## config.mk

```make
export PLATFORM = sky130hd
export DESIGN_NAME = instruction_decode_stage
export DESIGN_NICKNAME = d
export VERILOG_FILES = /design/src/rtl/instruction_decode_stage_pkg.sv /design/src/rtl/instruction_decode_stage_field_extractor.sv /design/src/rtl/instruction_decode_stage.sv
export SDC_FILE = /design/constraint.sdc
export NUM_CORES = 1
export LEC_CHECK = 0
export ABC_AREA = 1
export CAP_MARGIN = 0
export CORE_ASPECT_RATIO = 1.5
export CORE_MARGIN = 4
export CORE_UTILIZATION = 56
export CTS_CLUSTER_SIZE = 40
export DETAILED_ROUTE_END_ITERATION = 6
export GPL_TIMING_DRIVEN = 0
export PLACE_DENSITY = 0.93
export SKIP_LAST_GASP = 1
export SYNTH_ARGS = -nofsm -noshare
export SYNTH_HDL_FRONTEND = slang
export SYNTH_SLANG_ARGS = --single-unit
```

## constraint.sdc

```tcl
create_clock -name clk -period 2.5 [get_ports clk]
set_input_delay 0.5 -clock clk [delete_from_list [all_inputs] [get_ports clk]]
set_output_delay 0.5 -clock clk [all_outputs]
set_load 0.01 [all_outputs]
```

## src/rtl/instruction_decode_stage_pkg.sv

```systemverilog
// Shared decode constants: base opcodes, funct3/funct7 codes used by the
// legality checks, and the entry record held by the decode stage.
package instruction_decode_stage_pkg;

  localparam int XLEN_FIXED = 32;

  // Base opcodes (inst[6:0])
  localparam logic [6:0] OPCODE_LUI         = 7'b0110111;
  localparam logic [6:0] OPCODE_AUIPC       = 7'b0010111;
  localparam logic [6:0] OPCODE_JAL         = 7'b1101111;
  localparam logic [6:0] OPCODE_JALR        = 7'b1100111;
  localparam logic [6:0] OPCODE_BRANCH      = 7'b1100011;
  localparam logic [6:0] OPCODE_LOAD        = 7'b0000011;
  localparam logic [6:0] OPCODE_STORE       = 7'b0100011;
  localparam logic [6:0] OPCODE_ITYPE       = 7'b0010011;
  localparam logic [6:0] OPCODE_RTYPE       = 7'b0110011;
  localparam logic [6:0] OPCODE_FENCE       = 7'b0001111;
  localparam logic [6:0] OPCODE_ENVIRONMENT = 7'b1110011;

  // funct3 codes that the legality checks care about
  localparam logic [2:0] FUNCT3_JALR    = 3'b000;
  localparam logic [2:0] FUNCT3_BR_RSV0 = 3'b010;
  localparam logic [2:0] FUNCT3_BR_RSV1 = 3'b011;
  localparam logic [2:0] FUNCT3_LD_RSV0 = 3'b011;
  localparam logic [2:0] FUNCT3_LD_RSV1 = 3'b110;
  localparam logic [2:0] FUNCT3_LD_RSV2 = 3'b111;
  localparam logic [2:0] FUNCT3_SW      = 3'b010;
  localparam logic [2:0] FUNCT3_ADD_SUB = 3'b000;
  localparam logic [2:0] FUNCT3_SLL     = 3'b001;
  localparam logic [2:0] FUNCT3_SRL_SRA = 3'b101;

  // funct7 codes
  localparam logic [6:0] FUNCT7_BASE = 7'b0000000;
  localparam logic [6:0] FUNCT7_ALT  = 7'b0100000;

  // One decoded entry as held in the main or skid register
  typedef struct packed {
    logic [XLEN_FIXED-1:0] pc;
    logic [6:0]            opcode;
    logic [4:0]            rd;
    logic [2:0]            funct3;
    logic [4:0]            rs1;
    logic [4:0]            rs2;
    logic [6:0]            funct7;
    logic [XLEN_FIXED-1:0] raw_imm;
    logic                  illegal;
  } decode_entry_t;

endpackage

```

## src/rtl/instruction_decode_stage_field_extractor.sv

```systemverilog
// Combinational field split of one instruction word: register/funct fields,
// the packed (not sign-extended) immediate, and the illegal-encoding flag.
module instruction_field_extractor
  import instruction_decode_stage_pkg::*;
#(
  parameter int CHECK_ILLEGAL = 1
) (
  input  logic [31:0] inst,
  output logic [6:0]  opcode,
  output logic [4:0]  rd,
  output logic [2:0]  funct3,
  output logic [4:0]  rs1,
  output logic [4:0]  rs2,
  output logic [6:0]  funct7,
  output logic [31:0] raw_imm,
  output logic        illegal
);

  logic        known_op;
  logic        bad_funct;
  logic [31:0] imm_sel;

  // Field split, per-format immediate packing and legality decode
  always_comb begin
    opcode    = inst[6:0];
    rd        = inst[11:7];
    funct3    = inst[14:12];
    rs1       = inst[19:15];
    rs2       = inst[24:20];
    funct7    = inst[31:25];
    known_op  = 1'b1;
    bad_funct = 1'b0;
    imm_sel   = 32'b0;
    case (inst[6:0])
      OPCODE_LUI, OPCODE_AUIPC: imm_sel = {inst[31:12], 12'b0};
      OPCODE_JAL: imm_sel = {11'b0, inst[31], inst[19:12], inst[20], inst[30:21], 1'b0};
      OPCODE_JALR: begin
        imm_sel   = {20'b0, inst[31:20]};
        bad_funct = (inst[14:12] != FUNCT3_JALR);
      end
      OPCODE_BRANCH: begin
        imm_sel   = {20'b0, inst[31], inst[7], inst[30:25], inst[11:8]};
        bad_funct = (inst[14:12] == FUNCT3_BR_RSV0) || (inst[14:12] == FUNCT3_BR_RSV1);
      end
      OPCODE_LOAD: begin
        imm_sel   = {20'b0, inst[31:20]};
        bad_funct = (inst[14:12] == FUNCT3_LD_RSV0) || (inst[14:12] == FUNCT3_LD_RSV1) ||
                    (inst[14:12] == FUNCT3_LD_RSV2);
      end
      OPCODE_STORE: begin
        imm_sel   = {20'b0, inst[31:25], inst[11:7]};
        bad_funct = (inst[14:12] > FUNCT3_SW);
      end
      OPCODE_ITYPE: begin
        imm_sel = {20'b0, inst[31:20]};
        // Shift-immediates reuse the upper imm bits as funct7
        if (inst[14:12] == FUNCT3_SLL) begin
          bad_funct = (inst[31:25] != FUNCT7_BASE);
        end else if (inst[14:12] == FUNCT3_SRL_SRA) begin
          bad_funct = (inst[31:25] != FUNCT7_BASE) && (inst[31:25] != FUNCT7_ALT);
        end
      end
      OPCODE_RTYPE: begin
        if (inst[31:25] == FUNCT7_ALT) begin
          bad_funct = (inst[14:12] != FUNCT3_ADD_SUB) && (inst[14:12] != FUNCT3_SRL_SRA);
        end else begin
          bad_funct = (inst[31:25] != FUNCT7_BASE);
        end
      end
      OPCODE_FENCE, OPCODE_ENVIRONMENT: imm_sel = {20'b0, inst[31:20]};
      default: known_op = 1'b0;
    endcase
    illegal = (inst[1:0] != 2'b11) || !known_op || ((CHECK_ILLEGAL != 0) && bad_funct);
    raw_imm = illegal ? 32'b0 : imm_sel;
  end

endmodule

```

## src/rtl/instruction_decode_stage.sv

```systemverilog
// Registered decode stage with a 2-entry skid buffer (main + skid).
// Handshake: a beat transfers on a rising edge where valid and ready are both
// high; valid never waits on ready, and in_ready comes straight from a flop
// (it is ~skid_valid of the current cycle), so out_ready never reaches it.
module instruction_decode_stage
  import instruction_decode_stage_pkg::*;
#(
  parameter int XLEN          = 32,
  parameter int CHECK_ILLEGAL = 1
) (
  input  logic            clk,
  input  logic            reset_n,
  input  logic            flush,
  input  logic            in_valid,
  output logic            in_ready,
  input  logic [XLEN-1:0] in_pc,
  input  logic [31:0]     in_inst,
  output logic            out_valid,
  input  logic            out_ready,
  output logic [XLEN-1:0] out_pc,
  output logic [6:0]      out_opcode,
  output logic [4:0]      out_rd,
  output logic [2:0]      out_funct3,
  output logic [4:0]      out_rs1,
  output logic [4:0]      out_rs2,
  output logic [6:0]      out_funct7,
  output logic [31:0]     out_raw_imm,
  output logic            out_illegal
);

  decode_entry_t new_entry;
  decode_entry_t main_q;
  decode_entry_t skid_q;
  logic          main_valid_q;
  logic          skid_valid_q;
  logic          in_ready_q;
  logic          main_valid_d;
  logic          skid_valid_d;
  logic          load_main_new;
  logic          load_main_skid;
  logic          load_skid;
  logic          accept;
  logic          consume;

  instruction_field_extractor #(
    .CHECK_ILLEGAL(CHECK_ILLEGAL)
  ) u_extract (
    .inst    (in_inst),
    .opcode  (new_entry.opcode),
    .rd      (new_entry.rd),
    .funct3  (new_entry.funct3),
    .rs1     (new_entry.rs1),
    .rs2     (new_entry.rs2),
    .funct7  (new_entry.funct7),
    .raw_imm (new_entry.raw_imm),
    .illegal (new_entry.illegal)
  );

  assign new_entry.pc = in_pc;
  assign accept  = in_valid && in_ready_q;
  assign consume = main_valid_q && out_ready;

  // Next occupancy and which register loads; flush wins over any transfer
  always_comb begin
    main_valid_d   = main_valid_q;
    skid_valid_d   = skid_valid_q;
    load_main_new  = 1'b0;
    load_main_skid = 1'b0;
    load_skid      = 1'b0;
    if (flush) begin
      main_valid_d = 1'b0;
      skid_valid_d = 1'b0;
    end else if (consume && skid_valid_q) begin
      // in_ready is low while skid is full, so no accept can coincide here
      load_main_skid = 1'b1;
      skid_valid_d   = 1'b0;
    end else if (!main_valid_q || consume) begin
      main_valid_d  = accept;
      load_main_new = accept;
    end else if (accept) begin
      skid_valid_d = 1'b1;
      load_skid    = 1'b1;
    end
  end

  // Occupancy flags and the registered in_ready
  always_ff @(posedge clk or negedge reset_n) begin
    if (!reset_n) begin
      main_valid_q <= 1'b0;
      skid_valid_q <= 1'b0;
      in_ready_q   <= 1'b1;
    end else begin
      main_valid_q <= main_valid_d;
      skid_valid_q <= skid_valid_d;
      in_ready_q   <= !skid_valid_d;
    end
  end

  // Entry payload registers; main only changes when it is empty or consumed
  always_ff @(posedge clk or negedge reset_n) begin
    if (!reset_n) begin
      main_q <= '0;
      skid_q <= '0;
    end else begin
      if (load_main_skid) begin
        main_q <= skid_q;
      end else if (load_main_new) begin
        main_q <= new_entry;
      end
      if (load_skid) begin
        skid_q <= new_entry;
      end
    end
  end

  assign in_ready    = in_ready_q;
  assign out_valid   = main_valid_q;
  assign out_pc      = main_q.pc;
  assign out_opcode  = main_q.opcode;
  assign out_rd      = main_q.rd;
  assign out_funct3  = main_q.funct3;
  assign out_rs1     = main_q.rs1;
  assign out_rs2     = main_q.rs2;
  assign out_funct7  = main_q.funct7;
  assign out_raw_imm = main_q.raw_imm;
  assign out_illegal = main_q.illegal;

endmodule

```

# Yosys cells after proc, flatten, opt, wreduce, memory -nomap -nowiden
# Index checks and enable logic that the tools add are counted.
# W data, S select, Z words.
# totals
latchBits,0
out_inout_bits,99
mem_bits_rw,0
reg_bits,197
memories,0
romBits,0
elab_cells,91
input_bits,69
# classes
reduce_logical,22
n_mul,0
n_shift,0
div,0
bitwise_logic,0
mux,25
magnitude_cmp,1
n_addsub,0
n_eq_ne,22
# ops
op,count
$mux W97,2
$pmux W32 S5,1
$mux W32,1
$eq A7 B6 Y1 const B,4
$eq A7 B7 Y1 const B,4
$mux W1,20
$eq A7 B5 Y1 const B,2
$reduce_or A11 Y1,1
$eq A3 B3 Y1 const B,3
$eq A7 B2 Y1 const B,1
$eq A7 B4 Y1 const B,1
$ne A7 B6 Y1 const B,1
$reduce_bool A7 Y1,1
$eq A3 B2 Y1 const B,2
$logic_or A1 B1 Y1,6
$pmux W1 S6,1
$logic_and A1 B1 Y1,5
$reduce_or A5 Y1,1
$ne A2 B2 Y1 const B,2
$reduce_bool A2 Y1,2
$eq A3 B1 Y1 const B,1
$gt A3 B2 Y1 const B,1
$logic_not A1 Y1,3
$ne A3 B3 Y1 const B,1
other kinds (3),3

# Depth between registers and ports, before layout
# Gate-level depths: netlist of run 1.
# depth
word_depth,9
mapped_depth,11

# Hierarchy
# Synthesis of run 1 repeated with hierarchy kept, for this count alone.
# unflattened
hier_cells,1374
hier_area_um2,10167.3
# by_module_without_submodules
mod,seq_area_each_um2,n_inst,cells_each,area_each_um2
instruction_decode_stage,4931.0,1,1160,8999.9
instruction_field_extractor,0.0,1,214,1167.4

# Least setup slack after synthesis of run 1
# OpenSTA, ideal clock, no wires.
# synth_path
kind,in2reg
start,input out_ready
end,register main_q (netlist bit out_funct3[2])
stages,10
path_buffers,2
arrival_time_ns,1.430
setup_slack_ns,0.935
cell_sequence,nand2_1 > nor2_1 > nand2_1 > nand3_2 > nand2_1 > inv_2 > buf_4 > buf_6 > nand2_1 > o211ai_1
# synth_between
elab_chain_len,6
# synth_lines
element,line,source
"start, declared",instruction_decode_stage.sv:19,"input logic out_ready,"
$logic_and A1 B1 Y1 (*),instruction_decode_stage.sv:61,assign consume = main_valid_q && out_ready;
$logic_or A1 B1 Y1,instruction_decode_stage.sv:77,end else if (!main_valid_q || consume) begin
$mux W1,instruction_decode_stage.sv:77,
$mux W1,instruction_decode_stage.sv:73,end else if (consume && skid_valid_q) begin
$mux W1,instruction_decode_stage.sv:70,if (flush) begin
$reduce_bool A2 Y1 (no source line),--,
"end signal, assigned",instruction_decode_stage.sv:106,main_q <= skid_q;
"end signal, assigned",instruction_decode_stage.sv:108,main_q <= new_entry;
"end, declared",instruction_decode_stage.sv:32,decode_entry_t main_q;
# Mark *: on every way between the ends. The rest lies on a longest branch, timed or not.
# A chain may end at the register's enable or synchronous reset.

# Final worst setup path of run 1
# layout_path
start,input flush
end,register main_q (netlist bit out_rs1[2])
# layout_between
elab_chain_len,2
# layout_lines
element,line,source
"start, declared",instruction_decode_stage.sv:13,"input logic flush,"
$mux W1,instruction_decode_stage.sv:70,
$mux W97 or $reduce_bool A2 Y1 (tied branches),--,
# Several ways; a longest one is shown, not always the timed one.

==> results.yml, run 1 <==
outcome:
  outcome: "complete, no violations"
finish:
  mostFrequentLayoutCell: "nand2_1"
  synthToLayoutAreaGrowth_pct: 28.7
  stdcell_count: 1428
  finalInstanceArea_sq_um: 11400
  fin_nets: 1280
  fin_util_pct: 73.2
  drive_gt1_share_pct: 7.52
  final_cell_mix: "332 x nand2_1, 196 x dfrtp_1, 166 x clkdlybuf4s50_1, 113 x inv_1, 87 x o21ai_0"
worst_hold_path:
  worst_hold_path_type: "in -> async"
placed_design:
  io_buffers: 167
  dp.cells: 1395
  gp_congestion: 0.937
  dp_hpwl_mm: 19.0
  dpl_cell_area_sq_um: 10800
critical_path:
  end_kind: "flip-flop"
  crit_path_end: "out_rs1[2]"
  critPathLaunch: "flush"
  r2r-end: "out_rs1[2]"
  arrival_ns: 2.61
  reg2reg_depth: 8
  worstSetupPathType: "in -> reg"
  cp.required_ns: 2.85
  r2r_setup_slack_ns: 0.34
  reg2reg_from: "out_valid"
  start_kind: "primary input"
  crit_fanout: 10
global_routing:
  grt_use_total_pct: 30.3
  grt_overflow_total: 0
  grt_pass1_vias: 8407
  grtUsageMet1_pct: 36.4
  grtUsageMet2_pct: 52.4
  antenna_found_initial: 1
  grt_max_degree: 115
  grtUsageMet3_pct: 4.47
  grt_pass1_wl_mm: 43.4
  busiest_layer: "met2"
routing:
  viasPerCell: 5.85
  routedWlPerCell_um: 18.8
  final_antenna_net_count: 0
  vias: 8348
  route.detailed.drc: 0
  drt-initial-drc-count: 809
  dr.pass1.iters: 5
  totalWireLength_mm: 26.9
cts:
  numCtsBuffers: 17
  clk_latency_ns: 0.44
  clkTransAtPathRegs_ns: 0.08
  post-cts-setup-buffer-count: 0
  cts_tree: "yes"
  cts_root_buf: "clkbuf_16"
  clockBufferDepth: 2
  htree_levels: 4
  clock-sinks: 197
  cts_resized: 0
  ctsHoldBuffers: 0
synth:
  synth-seq-cells: 197
  ys.flop_type: "dfrtp_1"
  yosys_warnings: 0
  synthesis.area_sq_um: 8890
  avgSynthCellArea_sq_um: 8.68
  synth_cells: 1024
  async_reset_ff_share_pct: 100
  synth_edf_count: 0
  synth.net_count: 1093
  ys_types: 31
  ys_seq_area_share_pct: 55.5
pwr:
  power.density_nw_per_um2: 740
  ir_drop_mv: 0.440
  power_leakage_nw: 5.25
  finalPower_mw: 8.47
floorplanning:
  core_area_sq_um: 15600
  start_util_pct: 56.9
  std_cell_rows: 56
  io_pins: 168
  chipHeight_um: 162
  die_w_um: 111
  dieArea_sq_um: 18000
sta:
  fin_skew_ns: 0.0142
  period_needed_ns: 2.25
  fmax_mhz: 444
  tightest_slew_ns: 0.671
  finalHoldViolCount: 0
  relSlewSlack_pct: 55.3
  setup_viol: 0
  tns_ns: 0
  min_period_over_period_pct: 90.2
  slew_violations: 0
  rsz0062_at_grt: "no"
job:
  drv_cap: 0
## synth_stat cells (2+ instances only)
library cell,n,area share [%]
nand2_1,332,14
dfrtp_1,196,55
inv_1,113,4.8
o21ai_0,87,4.9
o211ai_1,77,6.5
nand3_1,44,2.5
nor2_1,27,1.1
clkbuf_1,26,1.1
nand4_1,24,1.7
buf_2,21,1.2
a22o_1,13,1.3
o21ai_1,10,0.56
inv_2,7,0.30
o221ai_1,7,0.69
buf_6,6,0.76
buf_1,5,0.21
nor2_2,5,0.35
nand2_2,4,0.28
nand3_2,4,0.45
buf_4,3,0.25
nand2_4,2,0.25
nor2_8,2,0.45
## kinds of logic (layout without fill, tap and decap cells)
family	Yosys count	in the layout	synth area share [%]
DFF	197	197	55.5
buffers and inverters	182	382	8.62
other	0	1	0
AOI/OAI and AO/OA	196	196	14.1
and+or+nand+nor	449	449	21.8
## stage by stage
stage / hold WS, ns / setup slack, ns
4_1_cts: 0.0606 / 0.307
3_3_place_gp: 0.465 / -6.92
5_1_grt: 0.0948 / 0.118
3_5_place_dp: 0.472 / -0.124
2_1_floorplan: 0.204 / 0.935
6_report: 0.0226 / 0.245
## power breakdown
| part | total (mW) | internal, mW | switching (mW) |
|---|---|---|---|
| clock network | 2.75 | 1.37 | 1.37 |
| registers | 4.07 | 3.77 | 0.303 |
| logic | 1.65 | 0.768 | 0.885 |
## flip-flops by register name, summed over array words and instances, names as in the netlist
register / count
out_funct3: 3
out_funct7: 7
out_valid: 1
out_pc: 32
out_raw_imm: 32
out_illegal: 1
out_rs1: 5
in_ready: 1
out_opcode: 7
out_rd: 5
out_rs2: 5
skid_valid_q: 1
skid_q: 97
## critical path: stages
cell and delay (ns):
clkdlybuf4s50_1 0.50, inv_1 0.06, nand2_1 0.22, nand3_2 0.31
inv_2 0.26, clkbuf_1 0.49, nand2_1 0.13, o211ai_1 0.12
## area by class of cell
class,count,area (sq um)
clock buffers,18,439
inverters,121,454
plain buffers,61,312
multi-input cells,645,3190
fillers,1062,4190
clock inverters,14,154
well taps,203,254
flip-flops and latches,197,4930
repair buffers,168,1700
diodes,1,2.50
## worst min path at each step
stage                   start       endpoint  slack [ns]  cells after the start
global route          reset_n     out_pc[26]        0.09                      1
CTS                   reset_n     out_pc[24]        0.06                      1
finish                reset_n     out_pc[24]        0.02                      1
detailed placement  skid_q[9]      skid_q[9]        0.47                      2
floorplan             reset_n  out_funct3[0]        0.20                      0
global placement    skid_q[3]      skid_q[3]        0.47                      2
## layer usage
metal | vias to the layer above | wire length (um)
li1 | 3723 | -
met1 | 4018 | 9950
met2 | 482 | 13600
met3 | 125 | 1760
met4 | 0 | 1590
met5 | - | 0
(Power assumes the default switching activity.)
==> run 2, diff against run 1 <==
--- a/config.mk
+++ b/config.mk
@@ -9,12 +9,14 @@
 export CAP_MARGIN = 0
 export CORE_ASPECT_RATIO = 1.5
 export CORE_MARGIN = 4
-export CORE_UTILIZATION = 56
+export CORE_UTILIZATION = 58
 export CTS_CLUSTER_SIZE = 40
 export DETAILED_ROUTE_END_ITERATION = 6
+export GPL_ROUTABILITY_DRIVEN = 0
 export GPL_TIMING_DRIVEN = 0
-export PLACE_DENSITY = 0.93
+export PLACE_DENSITY = 0.94
 export SKIP_LAST_GASP = 1
 export SYNTH_ARGS = -nofsm -noshare
 export SYNTH_HDL_FRONTEND = slang
+export SYNTH_HIERARCHICAL = 1
 export SYNTH_SLANG_ARGS = --single-unit
==> run 2 against run 1 <==
Against the previous run: global-route usage fell by 0.13 points; clock-buffer cell count did not move; register-to-register slack improved by 0.23 ns; final area rose by 11%; clock power rose by 2%; die area rose by 9.8%; power fell by 1.7%; critical endpoint is now out_raw_imm[9].
==> results.yml, run 2 <==
routing:
  totalWireLength_mm: 29.6
  drt-initial-drc-count: 1076
  final_antenna_net_count: 0
  dr.pass1.iters: 6
  viasPerCell: 5.58
  route.detailed.drc: 0
  routedWlPerCell_um: 16.5
  vias: 9974
synth:
  synth_commonest_cells: "431 x nand2_1, 223 x inv_1, 213 x nand3_1, 196 x dfrtp_1, 95 x o21ai_0"
  ys_seq_area_share_pct: 48.5
  synth_edf_count: 0
  synthesis.area_sq_um: 10200
  yosysMostFrequentCell: "nand2_1"
  yosysTopAreaCell: "dfrtp_1"
  ys_types: 26
  netlist.area_leader.share_pct: 48.2
  async_reset_ff_share_pct: 100
  avgSynthCellArea_sq_um: 7.40
  synth_cells: 1374
  synth.net_count: 1443
  yosys-top-cells-area: "dfrtp_1 48%, nand2_1 16%, nand3_1 10%, inv_1 8.2%, o21ai_0 4.7%"
  synth-seq-cells: 197
  yosys_warnings: 6
  ys.flop_type: "dfrtp_1"
pwr:
  power_leakage_nw: 6.60
  power.density_nw_per_um2: 654
  ir_drop_mv: 0.525
  finalPower_mw: 8.33
floorplanning:
  io_pins: 168
  core_area_sq_um: 17300
  start_util_pct: 58.9
  std_cell_rows: 59
  dieArea_sq_um: 19800
  die_w_um: 116
  chipHeight_um: 170
global_routing:
  grt_overflow_total: 0
  grt_pass1_wl_mm: 47.4
  grt_max_degree: 125
  grt_use_total_pct: 30.2
  antenna_found_initial: 0
  grt_pass1_vias: 10003
cts:
  numCtsBuffers: 17
  clk_latency_ns: 0.44
  clkTransAtPathRegs_ns: 0.08
  cts_tree: "yes"
  cts_root_buf: "clkbuf_16"
  htree_levels: 4
  clock-sinks: 197
  clockBufferDepth: 2
critical_path:
  crit_chain: "clkdlybuf4s50_1, inv_2, nand3b_1, nor2_1, nor2_1, nand3_2, nand2_1, nand2_1, nor2_1, nor2_4, inv_1, nand2_1, nand3_1, nand2_1"
  start_kind: "primary input"
  cp_common_cell: "nand2_1"
  slowest_delay_ns: 0.69
  end_kind: "flip-flop"
  reg2reg_from: "in_ready"
  crit_fanout: 7
  arrival_ns: 2.71
  worstSetupPathType: "in -> reg"
  worst_path_max_delay_cell: "clkdlybuf4s50_1"
  critPathLaunch: "in_inst[6]"
  cp.required_ns: 2.83
sta:
  slew_violations: 0
  fin_skew_ns: 0.0149
  period_needed_ns: 2.39
  fmax_mhz: 419
  hold_slack_ns: 0.0101
  tightest_slew_ns: 0.617
  setup_viol: 0
  rsz0062_at_grt: "no"
  min_period_over_period_pct: 95.5
  relSlewSlack_pct: 58.8
  finalHoldViolCount: 0
finish:
  final_cell_mix: "431 x nand2_1, 223 x inv_1, 212 x nand3_1, 196 x dfrtp_1, 166 x clkdlybuf4s50_1"
  drive_gt1_share_pct: 8.64
  n_antenna_cell: 0
  largest_register: "skid_q"
  mostFrequentLayoutCell: "nand2_1"
  synthToLayoutAreaGrowth_pct: 25.3
  fin_nets: 1630
  largest_register_ffs: 97
placed_design:
  io_buffers: 167
  dp_hpwl_mm: 20.9
outcome:
  outcome: "complete, no violations"
worst_hold_path:
  worst_hold_path_type: "in -> async"
job:
  drv_cap: 0
[run 2: path summary, 6_finish.rpt]
path	cells after the start	slack [ns]	to
min in group clk	2	0.48	out_pc[11]
worst max register to register	8	0.57	out_opcode[5]
max in group asynchronous	2	1.48	skid_q[71]
worst min register to register	2	0.48	out_pc[11]
worst min-delay path	1	0.01	out_rs2[1]
worst max-delay path	14	0.11	out_raw_imm[9]
[run 2: kinds of logic after synthesis]
| family | count (synthesis) | synth area share [%] |
|---|---|---|
| simple gates | 722 | 30.9 |
| buf+inv | 335 | 14.3 |
| flops | 197 | 48.5 |
| compound gates | 120 | 6.20 |
[run 2: final cells by class]
cell class / instances / area [sq um]
inverters: 228 / 856
clock inverters: 14 / 156
clock buffers: 18 / 439
plain buffers: 107 / 603
repair buffers: 168 / 1700
multi-input cells: 842 / 3780
fillers: 1241 / 4540
well taps: 213 / 267
flip-flops and latches: 197 / 4930
[run 2: through the flow]
stage          setup WS (ns)  instance area [sq um]  setup TNS, ns  instances  utilization [%]
2_1_floorplan          0.760                  10200              0       1374                -
3_3_place_gp           -7.05                  12100       -1382.65       1754             70.1
3_5_place_dp          -0.254                  12100          -2.49       1755             70.3
4_1_cts                0.192                  12700              0       1787             73.7
5_1_grt               0.0498                  12700              0       1787             73.7
6_report               0.114                  12700              0       1787             73.7
[run 2: worst max-delay path: cells and delay by family]
| kind | cells | cell delay (ns) |
|---|---|---|
| buffers and inverters | 3 | 0.93 |
| AND/OR/NAND/NOR | 11 | 1.28 |
[run 2: where the power goes]
| group | internal [mW] | leakage, nW | switching (mW) | total, mW |
|---|---|---|---|---|
| registers | 3.64 | 2.56 | 0.270 | 3.91 |
| clock network | 1.45 | 0.292 | 1.35 | 2.80 |
| logic | 0.759 | 3.75 | 0.854 | 1.61 |
[run 2: what timing repair did]
item / in CTS / in global routing
setup buffers: 0 / 0
resized for setup: 0 / 1
hold buffers: 0 / 0
setup endpoints to repair: 0 / 4
[run 2: routing by layer]
| metal | vias up | global-route usage (%) | part of all wire [%] |
|---|---|---|---|
| met3 | 165 | 4.73 | 7.7 |
| met5 | - | 0 | 0 |
| met1 | 4666 | 35.6 | 35 |
| met4 | 0 | 19.3 | 6.3 |
| li1 | 4558 | - | - |
| met2 | 585 | 50.8 | 51 |
==> run 3, diff against run 2 <==
--- a/config.mk
+++ b/config.mk
@@ -7,8 +7,7 @@
 export LEC_CHECK = 0
 export ABC_AREA = 1
 export CAP_MARGIN = 0
-export CORE_ASPECT_RATIO = 1.5
-export CORE_MARGIN = 4
+export CORE_MARGIN = 2
 export CORE_UTILIZATION = 58
 export CTS_CLUSTER_SIZE = 40
 export DETAILED_ROUTE_END_ITERATION = 6
==> run 3 against run 2 <==
Against the previous run: critical path depth is 1 lower; setup slack improved by 0.17 ns; register-to-register slack worse by 0.04 ns; non-clock buffer count did not move; highest routed layer unchanged; cell count is 0.67% higher; hold slack better by 0.00059 ns; die area is 5.8% lower; clock power up 10%.
==> results.yml, run 3 (synthesized netlist as in run 2, its figures left out) <==
routing:
  vias: 9911
  route.detailed.drc: 0
  totalWireLength_mm: 28.7
  routedWlPerCell_um: 16.0
  dr.pass1.iters: 6
  drt-initial-drc-count: 1051
  final_antenna_net_count: 0
  viasPerCell: 5.51
finish:
  largest_register: "skid_q"
  fillCellCount: 1181
  stdcell_count: 1799
  fin_nets: 1630
  largest_register_ffs: 97
  synthToLayoutAreaGrowth_pct: 26.0
  n_antenna_cell: 0
  mostFrequentLayoutCell: "nand2_1"
  drive_gt1_share_pct: 8.51
  final_cell_mix: "431 x nand2_1, 223 x inv_1, 213 x nand3_1, 196 x dfrtp_1, 166 x clkdlybuf4s50_1"
critical_path:
  path_depth: 13
  reg2reg_depth: 7
  crit_chain: "clkdlybuf4s50_1, inv_1, nand3_1, nor2_1, nand2_1, a21oi_4, nand4_4, buf_12, nor2_4, inv_1, nand2_1, nand3_1, nand2_1"
  critPathLaunch: "in_inst[31]"
  worstSetupPathType: "in -> reg"
  critical_path.top_delay_family: "buffers and inverters"
  worst_path_max_delay_cell: "clkdlybuf4s50_1"
  start_kind: "primary input"
  r2r_setup_slack_ns: 0.53
  cp_common_cell: "nand2_1"
  crit_buf_inv: 4
  arrival_ns: 2.61
  cp.required_ns: 2.89
  reg2reg_from: "in_ready"
  r2r-end: "skid_q[53]"
  slowest_delay_ns: 0.53
  end_kind: "flip-flop"
  crit_fanout: 10
sta:
  fmax_mhz: 451
  setup_viol: 0
  min_period_over_period_pct: 88.6
  tightest_slew_ns: 0.681
  relSlewSlack_pct: 54.6
  finalHoldViolCount: 0
  rsz0062_at_grt: "no"
  tns_ns: 0
  hold_slack_ns: 0.0107
  fin_skew_ns: 0.00638
  period_needed_ns: 2.22
  slew_violations: 0
cts:
  clockBufferDepth: 2
  clock-sinks: 197
  htree_levels: 4
  clkTransAtPathRegs_ns: 0.07
  post-cts-setup-buffer-count: 0
  numCtsBuffers: 17
  clk_latency_ns: 0.46
  cts_root_buf: "clkbuf_16"
  cts_tree: "yes"
  ctsHoldBuffers: 0
  cts_resized: 0
floorplanning:
  std_cell_rows: 48
  io_pins: 168
  core_area_sq_um: 17200
  chipHeight_um: 136
  die_w_um: 136
  dieArea_sq_um: 18600
  start_util_pct: 59.0
global_routing:
  grt_max_degree: 114
  grt_use_total_pct: 31.4
  grt_overflow_total: 0
  grt_pass1_wl_mm: 45.4
  antenna_found_initial: 0
  grt_pass1_vias: 9363
placed_design:
  dp.cells: 1767
  io_buffers: 167
  dp_hpwl_mm: 20.0
pwr:
  switching_share_pct: 27.5
  finalPower_mw: 8.60
  p_switching_mw: 2.36
  seq_power_share_pct: 45.6
  power.density_nw_per_um2: 671
  power.internal_mw: 6.24
  power_leakage_nw: 6.63
  ir_drop_mv: 0.543
  pwr-share-clk_pct: 35.8
  pwr-share-comb_pct: 18.6
worst_hold_path:
  worst_hold_path_type: "in -> async"
job:
  drv_cap: 0
outcome:
  outcome: "complete, no violations"
## run 3: cell types whose count changed in the layout (fill, tap and decap cells not counted)
cell,change
bufinv_16,+4
clkinv_2,+2
inv_6,-2
clkinv_4,-1
inv_8,-4
clkbuf_1,+1
nand3_2,-1
nand3_1,+1
clkbuf_8,+1
clkinv_8,-1
## run 3: how the worst max path moves through the flow
stage                                  to  slack (ns)
final                     out_raw_imm[11]        0.28
after global routing       out_raw_imm[6]        0.12
after CTS                 out_raw_imm[11]        0.35
after detailed placement   out_raw_imm[4]       -0.10
after global placement    out_raw_imm[14]       -6.99
after floorplan           out_raw_imm[11]        0.76
## run 3: area by class of cell
type	count	area, sq um	share of cell area [%]
sequential	197	4930	38.5
multi-input combinational	842	3780	29.5
timing repair buffer	168	1700	13.3
inverter	228	856	6.68
buffer	107	603	4.71
clock buffer	20	457	3.57
tap	225	282	2.20
clock inverter	12	199	1.55
## run 3: through the flow
step	setup WS, ns	utilization, %	cell area (sq um)
final	0.285	74.3	12800
after global routing	0.117	74.3	12800
after CTS	0.354	74.3	12800
after detailed placement	-0.102	70.5	12200
after global placement	-6.99	70.3	12100
after floorplan	0.760	-	10200
## run 3: per-layer routing
layer  wire length (um)  vias up  part of all wire [%]  global-route usage (%)
li1                   -     4559                     -                       -
met1              11100     4648                    39                    41.0
met2              13700      607                    48                    52.1
met3               2860       97                    10                    5.15
met4                998        0                   3.5                    13.1
met5                  0        -                     0                       0
## run 3: power groups by stage
stage          Sequential (mW)  Clock, mW  Combinational, mW
4_1_cts                   3.91       3.08               1.60
6_report                  3.92       3.08               1.60
2_1_floorplan             4.00          0              0.691
3_5_place_dp              3.96          0               1.58
5_1_grt                   3.96       3.21               1.77
3_3_place_gp              3.93          0               1.51
